<file path="src/rtl/prog_encoder_if.sv">
// Mnemonic beat stream into the program encoder: valid/ready handshake with
// a 4-bit mnemonic, a 6-bit operand and an end-of-program marker.
interface prog_encoder_if;
   logic       in_valid_i;
   logic       in_ready_o;
   logic [3:0] mnem_i;
   logic [5:0] opnd_i;
   logic       last_i;

   modport master (
      output in_valid_i,
      output mnem_i,
      output opnd_i,
      output last_i,
      input  in_ready_o
   );

   modport slave (
      input  in_valid_i,
      input  mnem_i,
      input  opnd_i,
      input  last_i,
      output in_ready_o
   );
endinterface

</file>
<file path="src/rtl/prog_encoder.sv">
// Program loader: encodes mnemonic beats into 9-bit instructions and writes
// them to consecutive instruction-memory addresses starting at start_addr_i.
//
//   state  | meaning
//   -------+-----------------------------------------------------------
//   S_IDLE | after reset, waiting for start_i
//   S_RUN  | accepting beats, writing legal ones at ptr
//   S_DONE | last beat seen, load complete, waiting for start_i
//   S_FULL | top address written without last, load halted
module prog_encoder #(
   parameter int          ADDR_W    = 10,
   parameter int unsigned START_DEF = 0
) (
   input  logic              Clk,
   input  logic              Reset_n,
   input  logic              start_i,
   input  logic [ADDR_W-1:0] start_addr_i,
   prog_encoder_if.slave     beat,
   output logic              mem_we_o,
   output logic [ADDR_W-1:0] mem_addr_o,
   output logic [8:0]        mem_data_o,
   output logic              done_o,
   output logic              full_o,
   output logic              err_o,
   output logic [ADDR_W:0]   count_o
);

   localparam logic [ADDR_W-1:0] LP_START = ADDR_W'(START_DEF);

   typedef enum logic [1:0] {
      S_IDLE = 2'd0,
      S_RUN  = 2'd1,
      S_DONE = 2'd2,
      S_FULL = 2'd3
   } state_t;

   state_t            r_state;
   state_t            w_state_nxt;

   logic [ADDR_W-1:0] r_ptr;
   logic [ADDR_W:0]   r_count;
   logic              r_we;
   logic [ADDR_W-1:0] r_addr;
   logic [8:0]        r_data;
   logic              r_done;
   logic              r_full;
   logic              r_err;

   logic [8:0]        w_enc;
   logic              w_legal;
   logic              w_ready;
   logic              w_accept;
   logic              w_wr;
   logic              w_at_top;

   // Instruction encoding; the 4-bit classes only have room for opnd[4:0].
   always_comb begin
      w_enc   = 9'd0;
      w_legal = 1'b0;
      case (beat.mnem_i)
         4'd0:  begin w_enc = {3'b000, beat.opnd_i};        w_legal = 1'b1;           end
         4'd1:  begin w_enc = {3'b001, beat.opnd_i};        w_legal = 1'b1;           end
         4'd2:  begin w_enc = {3'b010, beat.opnd_i};        w_legal = 1'b1;           end
         4'd3:  begin w_enc = {3'b011, beat.opnd_i};        w_legal = 1'b1;           end
         4'd4:  begin w_enc = {4'b1100, beat.opnd_i[4:0]};  w_legal = !beat.opnd_i[5]; end
         4'd5:  begin w_enc = {4'b1101, beat.opnd_i[4:0]};  w_legal = !beat.opnd_i[5]; end
         4'd6:  begin w_enc = {4'b1110, beat.opnd_i[4:0]};  w_legal = !beat.opnd_i[5]; end
         4'd7:  begin w_enc = {4'b1111, beat.opnd_i[4:0]};  w_legal = !beat.opnd_i[5]; end
         4'd8:  begin w_enc = {4'b1000, beat.opnd_i[4:0]};  w_legal = !beat.opnd_i[5]; end
         4'd9:  begin w_enc = {4'b1001, beat.opnd_i[4:0]};  w_legal = !beat.opnd_i[5]; end
         4'd10: begin w_enc = {4'b1010, beat.opnd_i[4:0]};  w_legal = !beat.opnd_i[5]; end
         4'd11: begin w_enc = {4'b1011, beat.opnd_i[4:0]};  w_legal = !beat.opnd_i[5]; end
         default: begin
            w_enc   = 9'd0;
            w_legal = 1'b0;
         end
      endcase
   end

   assign w_at_top = &r_ptr;

   always_ff @(posedge Clk) begin
      if (!Reset_n) begin
         r_state <= S_IDLE;
      end else begin
         r_state <= w_state_nxt;
      end
   end

   // start_i outranks a same-cycle beat, so ready drops while it is high.
   always_comb begin
      w_state_nxt = r_state;
      w_ready     = (r_state == S_RUN) && !start_i;
      w_accept    = w_ready && beat.in_valid_i;
      w_wr        = w_accept && w_legal;
      if (start_i) begin
         w_state_nxt = S_RUN;
      end else if (w_accept) begin
         if (beat.last_i) begin
            w_state_nxt = S_DONE;
         end else if (w_legal && w_at_top) begin
            w_state_nxt = S_FULL;
         end
      end
   end

   assign beat.in_ready_o = w_ready;

   always_ff @(posedge Clk) begin
      if (!Reset_n) begin
         r_ptr   <= LP_START;
         r_count <= '0;
         r_we    <= 1'b0;
         r_addr  <= '0;
         r_data  <= 9'd0;
         r_done  <= 1'b0;
         r_full  <= 1'b0;
         r_err   <= 1'b0;
      end else begin
         r_we   <= w_wr;
         r_done <= w_accept && beat.last_i;
         if (w_wr) begin
            r_addr <= r_ptr;
            r_data <= w_enc;
         end
         // A write already registered still issues after start; only the
         // bookkeeping is restarted here.
         if (start_i) begin
            r_ptr   <= start_addr_i;
            r_count <= '0;
            r_err   <= 1'b0;
            r_full  <= 1'b0;
         end else if (w_accept) begin
            if (w_legal) begin
               r_count <= r_count + 1'b1;
               if (w_at_top) begin
                  r_full <= 1'b1;
               end else begin
                  r_ptr <= r_ptr + 1'b1;
               end
            end else begin
               r_err <= 1'b1;
            end
         end
      end
   end

   assign mem_we_o   = r_we;
   assign mem_addr_o = r_addr;
   assign mem_data_o = r_data;
   assign done_o     = r_done;
   assign full_o     = r_full;
   assign err_o      = r_err;
   assign count_o    = r_count;

endmodule

</file>
<file path="src/flat_wrapper.sv">
// flat-port wrapper written by rule: the top's interface ports become plain ports
module prog_encoder_flat 
#(
   parameter int          ADDR_W    = 10,
   parameter int unsigned START_DEF = 0
)
  (Clk, Reset_n, start_i, start_addr_i, mem_we_o, mem_addr_o, mem_data_o, done_o, full_o, err_o, count_o, beat_in_valid_i, beat_mnem_i, beat_opnd_i, beat_last_i, beat_in_ready_o);
  prog_encoder_if beat_i ();
  input  logic Clk;
  input  logic Reset_n;
  input  logic start_i;
  input  logic [ADDR_W-1:0] start_addr_i;
  output logic mem_we_o;
  output logic [ADDR_W-1:0] mem_addr_o;
  output logic [8:0] mem_data_o;
  output logic done_o;
  output logic full_o;
  output logic err_o;
  output logic [ADDR_W:0] count_o;
  input wire logic [$bits(beat_i.in_valid_i)-1:0] beat_in_valid_i;
  input wire logic [$bits(beat_i.mnem_i)-1:0] beat_mnem_i;
  input wire logic [$bits(beat_i.opnd_i)-1:0] beat_opnd_i;
  input wire logic [$bits(beat_i.last_i)-1:0] beat_last_i;
  output wire logic [$bits(beat_i.in_ready_o)-1:0] beat_in_ready_o;
  assign beat_i.in_valid_i = beat_in_valid_i;
  assign beat_i.mnem_i = beat_mnem_i;
  assign beat_i.opnd_i = beat_opnd_i;
  assign beat_i.last_i = beat_last_i;
  assign beat_in_ready_o = beat_i.in_ready_o;
  prog_encoder #(.ADDR_W(ADDR_W), .START_DEF(START_DEF)) u_core (.Clk(Clk), .Reset_n(Reset_n), .start_i(start_i), .start_addr_i(start_addr_i), .beat(beat_i), .mem_we_o(mem_we_o), .mem_addr_o(mem_addr_o), .mem_data_o(mem_data_o), .done_o(done_o), .full_o(full_o), .err_o(err_o), .count_o(count_o));
endmodule
</file>
<file path="config.mk">
export PLATFORM = sky130hd
export DESIGN_NAME = prog_encoder_flat
export DESIGN_NICKNAME = d
export VERILOG_FILES = /design/src/rtl/prog_encoder_if.sv /design/src/rtl/prog_encoder.sv /design/src/flat_wrapper.sv
export SDC_FILE = /design/constraint.sdc
export NUM_CORES = 1
export LEC_CHECK = 0
export BUFFER_PORTS_ARGS = -buffer_cell sky130_fd_sc_hd__clkbuf_2
export CAP_MARGIN = 10
export CORE_ASPECT_RATIO = 2
export CORE_MARGIN = 2
export CORE_UTILIZATION = 35
export DETAILED_ROUTE_END_ITERATION = 6
export GPL_TIMING_DRIVEN = 0
export PLACE_DENSITY = 0.66
export SYNTH_ARGS = -nofsm -noshare
export SYNTH_HDL_FRONTEND = slang
export SYNTH_SLANG_ARGS = --single-unit
</file>
<file path="constraint.sdc">
create_clock -name Clk -period 2.1 [get_ports Clk]
set_clock_uncertainty 0.15 [all_clocks]
set_input_delay 0.21 -clock Clk [delete_from_list [all_inputs] [get_ports Clk]]
set_output_delay 0.21 -clock Clk [all_outputs]
set_load 0.1 [all_outputs]
</file>
==> out/qor.csv <==
metric,value,unit
status,finished clean,
placed_area,2531,µm²
clkSinkCount,46,
endpoint_kind,flip-flop,
cp_slowest_cell,dfxtp_1,
start_kind,flip-flop,
vias,2131,
ys_async_sr_fraction,0,
drv_cap,0,
drive_above_1_share,0.2669,
setup_viol,0,
hold_violations,0,
cpPeakStageDelay,0.42,ns
dpl.cell_count,381,
syn_inst,259,
fin_crit_sh,0.9179,
ir_drop,0.0004666,V
hp-start,beat_opnd_i[3],
final_nets,357,
crit_type,reg2reg,
yosys.area.top_type,dfxtp_1,
whs_endpoint,u_core.mem_data_o[3],
hold_depth,3,
grt_start_max_net_pins,15,
cts_tree,built,
synth_flop_cell,dfxtp_1,
layout_setup_ws,0.1724,ns
rows,40,
grt_pass1_vias,1949,
die_x,59.27,µm
start_util,0.3590,
r2r_end,u_core.r_ptr[2],
cp_top_family,simple AND/OR/NAND/NOR gates,
grt_pass1_wl,9045,µm
area_delta_synth_final,26.80,%
cts.path.max_buffers,2,
cts-root-buf,clkbuf_16,
drt_iter0_markers,61,
wirelength,5805,µm
final_cell_mix,"clkbuf_2 (59), dfxtp_1 (39), nand2_1 (37)",
reg2reg_depth,5,
period_minus_slack,1.928,ns
slew-limit-headroom,0.6080,
grt_overflow_total,0,
min_path_type,in2reg,
yosysWarnings,0,
h-tree-depth,2,
mostFrequentLayoutCell,clkbuf_2,
max_freq,0.5188,GHz
synth_area_leaders,"dfxtp_1 (43%), a21oi_1 (7.0%), nand2_1 (6.5%)",
syn_nets,291,
post_drt_via_cell_ratio,5.478,
critPathMaxFanout,6,
worst_ep_required_time,2.12,ns
antenna_found_initial,0,
clk_latency,0.29,ns
core_area,5956,µm²
place_hpwl,4554,µm
synth-edff-count,0,
cts_resized,1,
synth_seq_area_share,0.4307,
drc_errors,0,
slew_viol_final,0,
synth_top_area_frac,0.4307,
dieArea,6789,µm²
cts_hold_buf,0,
post_cts_buffers,0,
drt-pass1-iter-count,4,
cts_made_buffers,5,
port_buffers,59,
instances_no_fill,389,
tightest_slew,0.5873,ns
diodes,0,
power.density,737.5,nW/µm²
pin_count,60,
yosysUniqueCellTypes,45,
cp.buffers_inverters,0,
tns,0,ns
syn_area,2138,µm²
final_util,0.4553,
cp.arrival,1.95,ns
power.leakage,1.037,nW
path_clk_slew,0.07,ns
fin_area,2711,µm²
rsz0062_at_grt,no,
preCtsSetupSlack,-0.1603,ns
fp.dieH,114.5,µm
ant_nets,0,
synth-seq-cells,46,
routedWlPerCell,14.92,µm
crit_chain,"ha_1, nand3_1, or2_2, o21ai_1, o211ai_1",
gp_congestion,0.9026,
r2r_setup_slack,0.17,ns
syn_area_per_cell,8.256,µm²
grt.total_usage,0.1788,
reg2reg_from,u_core.r_ptr[0],
-- report_power, final --
group | internal [mW] | total (mW) | switching (mW)
sequential | 0.889 | 0.913 | 0.0239
clock | 0.562 | 0.898 | 0.336
combinational | 0.0596 | 0.189 | 0.129
-- metrics by stage --
step / hold slack (ns) / power [mW]
6_report: 0.0008959 / 2.000
5_1_grt: 0.01674 / 2.064
4_1_cts: 0.002395 / 2.013
3_5_place_dp: 0.2961 / 1.118
3_3_place_gp: 0.2880 / 1.116
2_1_floorplan: 0.1971 / 1.054
-- kinds of logic (layout without fill, tap and decap cells) --
group | Yosys count | after routing | synth area share
multiplexers | 1 | 1 | 0.004681
AND/OR/NAND/NOR | 108 | 108 | 0.2604
XOR/XNOR | 2 | 2 | 0.008193
buffers and inverters | 23 | 90 | 0.04330
AO/OA/AOI/OAI | 72 | 72 | 0.2118
adder cells (fa/ha/maj) | 7 | 7 | 0.04096
flip-flops | 46 | 46 | 0.4307
-- worst max path at each step --
stage,startpoint,to,cells past startpoint
after floorplan,u_core.count_o[7],u_core.count_o[10],3
after global placement,beat_mnem_i[2],u_core.mem_addr_o[6],9
after detailed placement,beat_mnem_i[2],u_core.mem_addr_o[6],9
after CTS,beat_mnem_i[2],u_core.count_o[1],9
after global routing,u_core.r_ptr[0],u_core.r_ptr[4],5
final,u_core.r_ptr[0],u_core.r_ptr[2],5
-- cell usage after synthesis, types with 7 or more instances --
library cell	instances
nor2_1	18
nor3_1	8
dfxtp_1	46
clkbuf_1	7
nand3_1	11
inv_1	10
nand2_1	37
a21oi_1	30
o21ai_0	18
or3_1	9
ha_1	7
-- routing by layer --
layer / GRT usage / routed length (µm)
met1: 0.1778 / 2090
met2: 0.3304 / 3371
met3: 0.03503 / 236
met4: 0.09242 / 106
met5: 0 / 0
-- state kept, by name (all words and copies together), names as in the netlist --
| name | count |
|---|---|
| u_core.mem_addr_o | 10 |
| u_core.mem_we_o | 1 |
| u_core.r_ptr | 10 |
| u_core.full_o | 1 |
| u_core.err_o | 1 |
| u_core.r_state | 2 |
| u_core.count_o | 11 |
| u_core.done_o | 1 |
| u_core.mem_data_o | 9 |
-- layout make-up --
| class | instances | area, µm² |
|---|---|---|
| plain buffers | 12 | 51.30 |
| clock inverters | 2 | 37.54 |
| well taps | 63 | 78.83 |
| multi-input cells | 190 | 1144 |
| repair buffers | 59 | 295.3 |
| flip-flops and latches | 46 | 934.6 |
| inverters | 11 | 41.29 |
| clock buffers | 6 | 128.9 |
| fillers | 621 | 3244 |
-- worst min-delay path, cell delays in order --
cell and delay, ns:
clkbuf_2 0.08, nand3_1 0.05, a21oi_1 0.06
(Power assumes the default switching activity.)
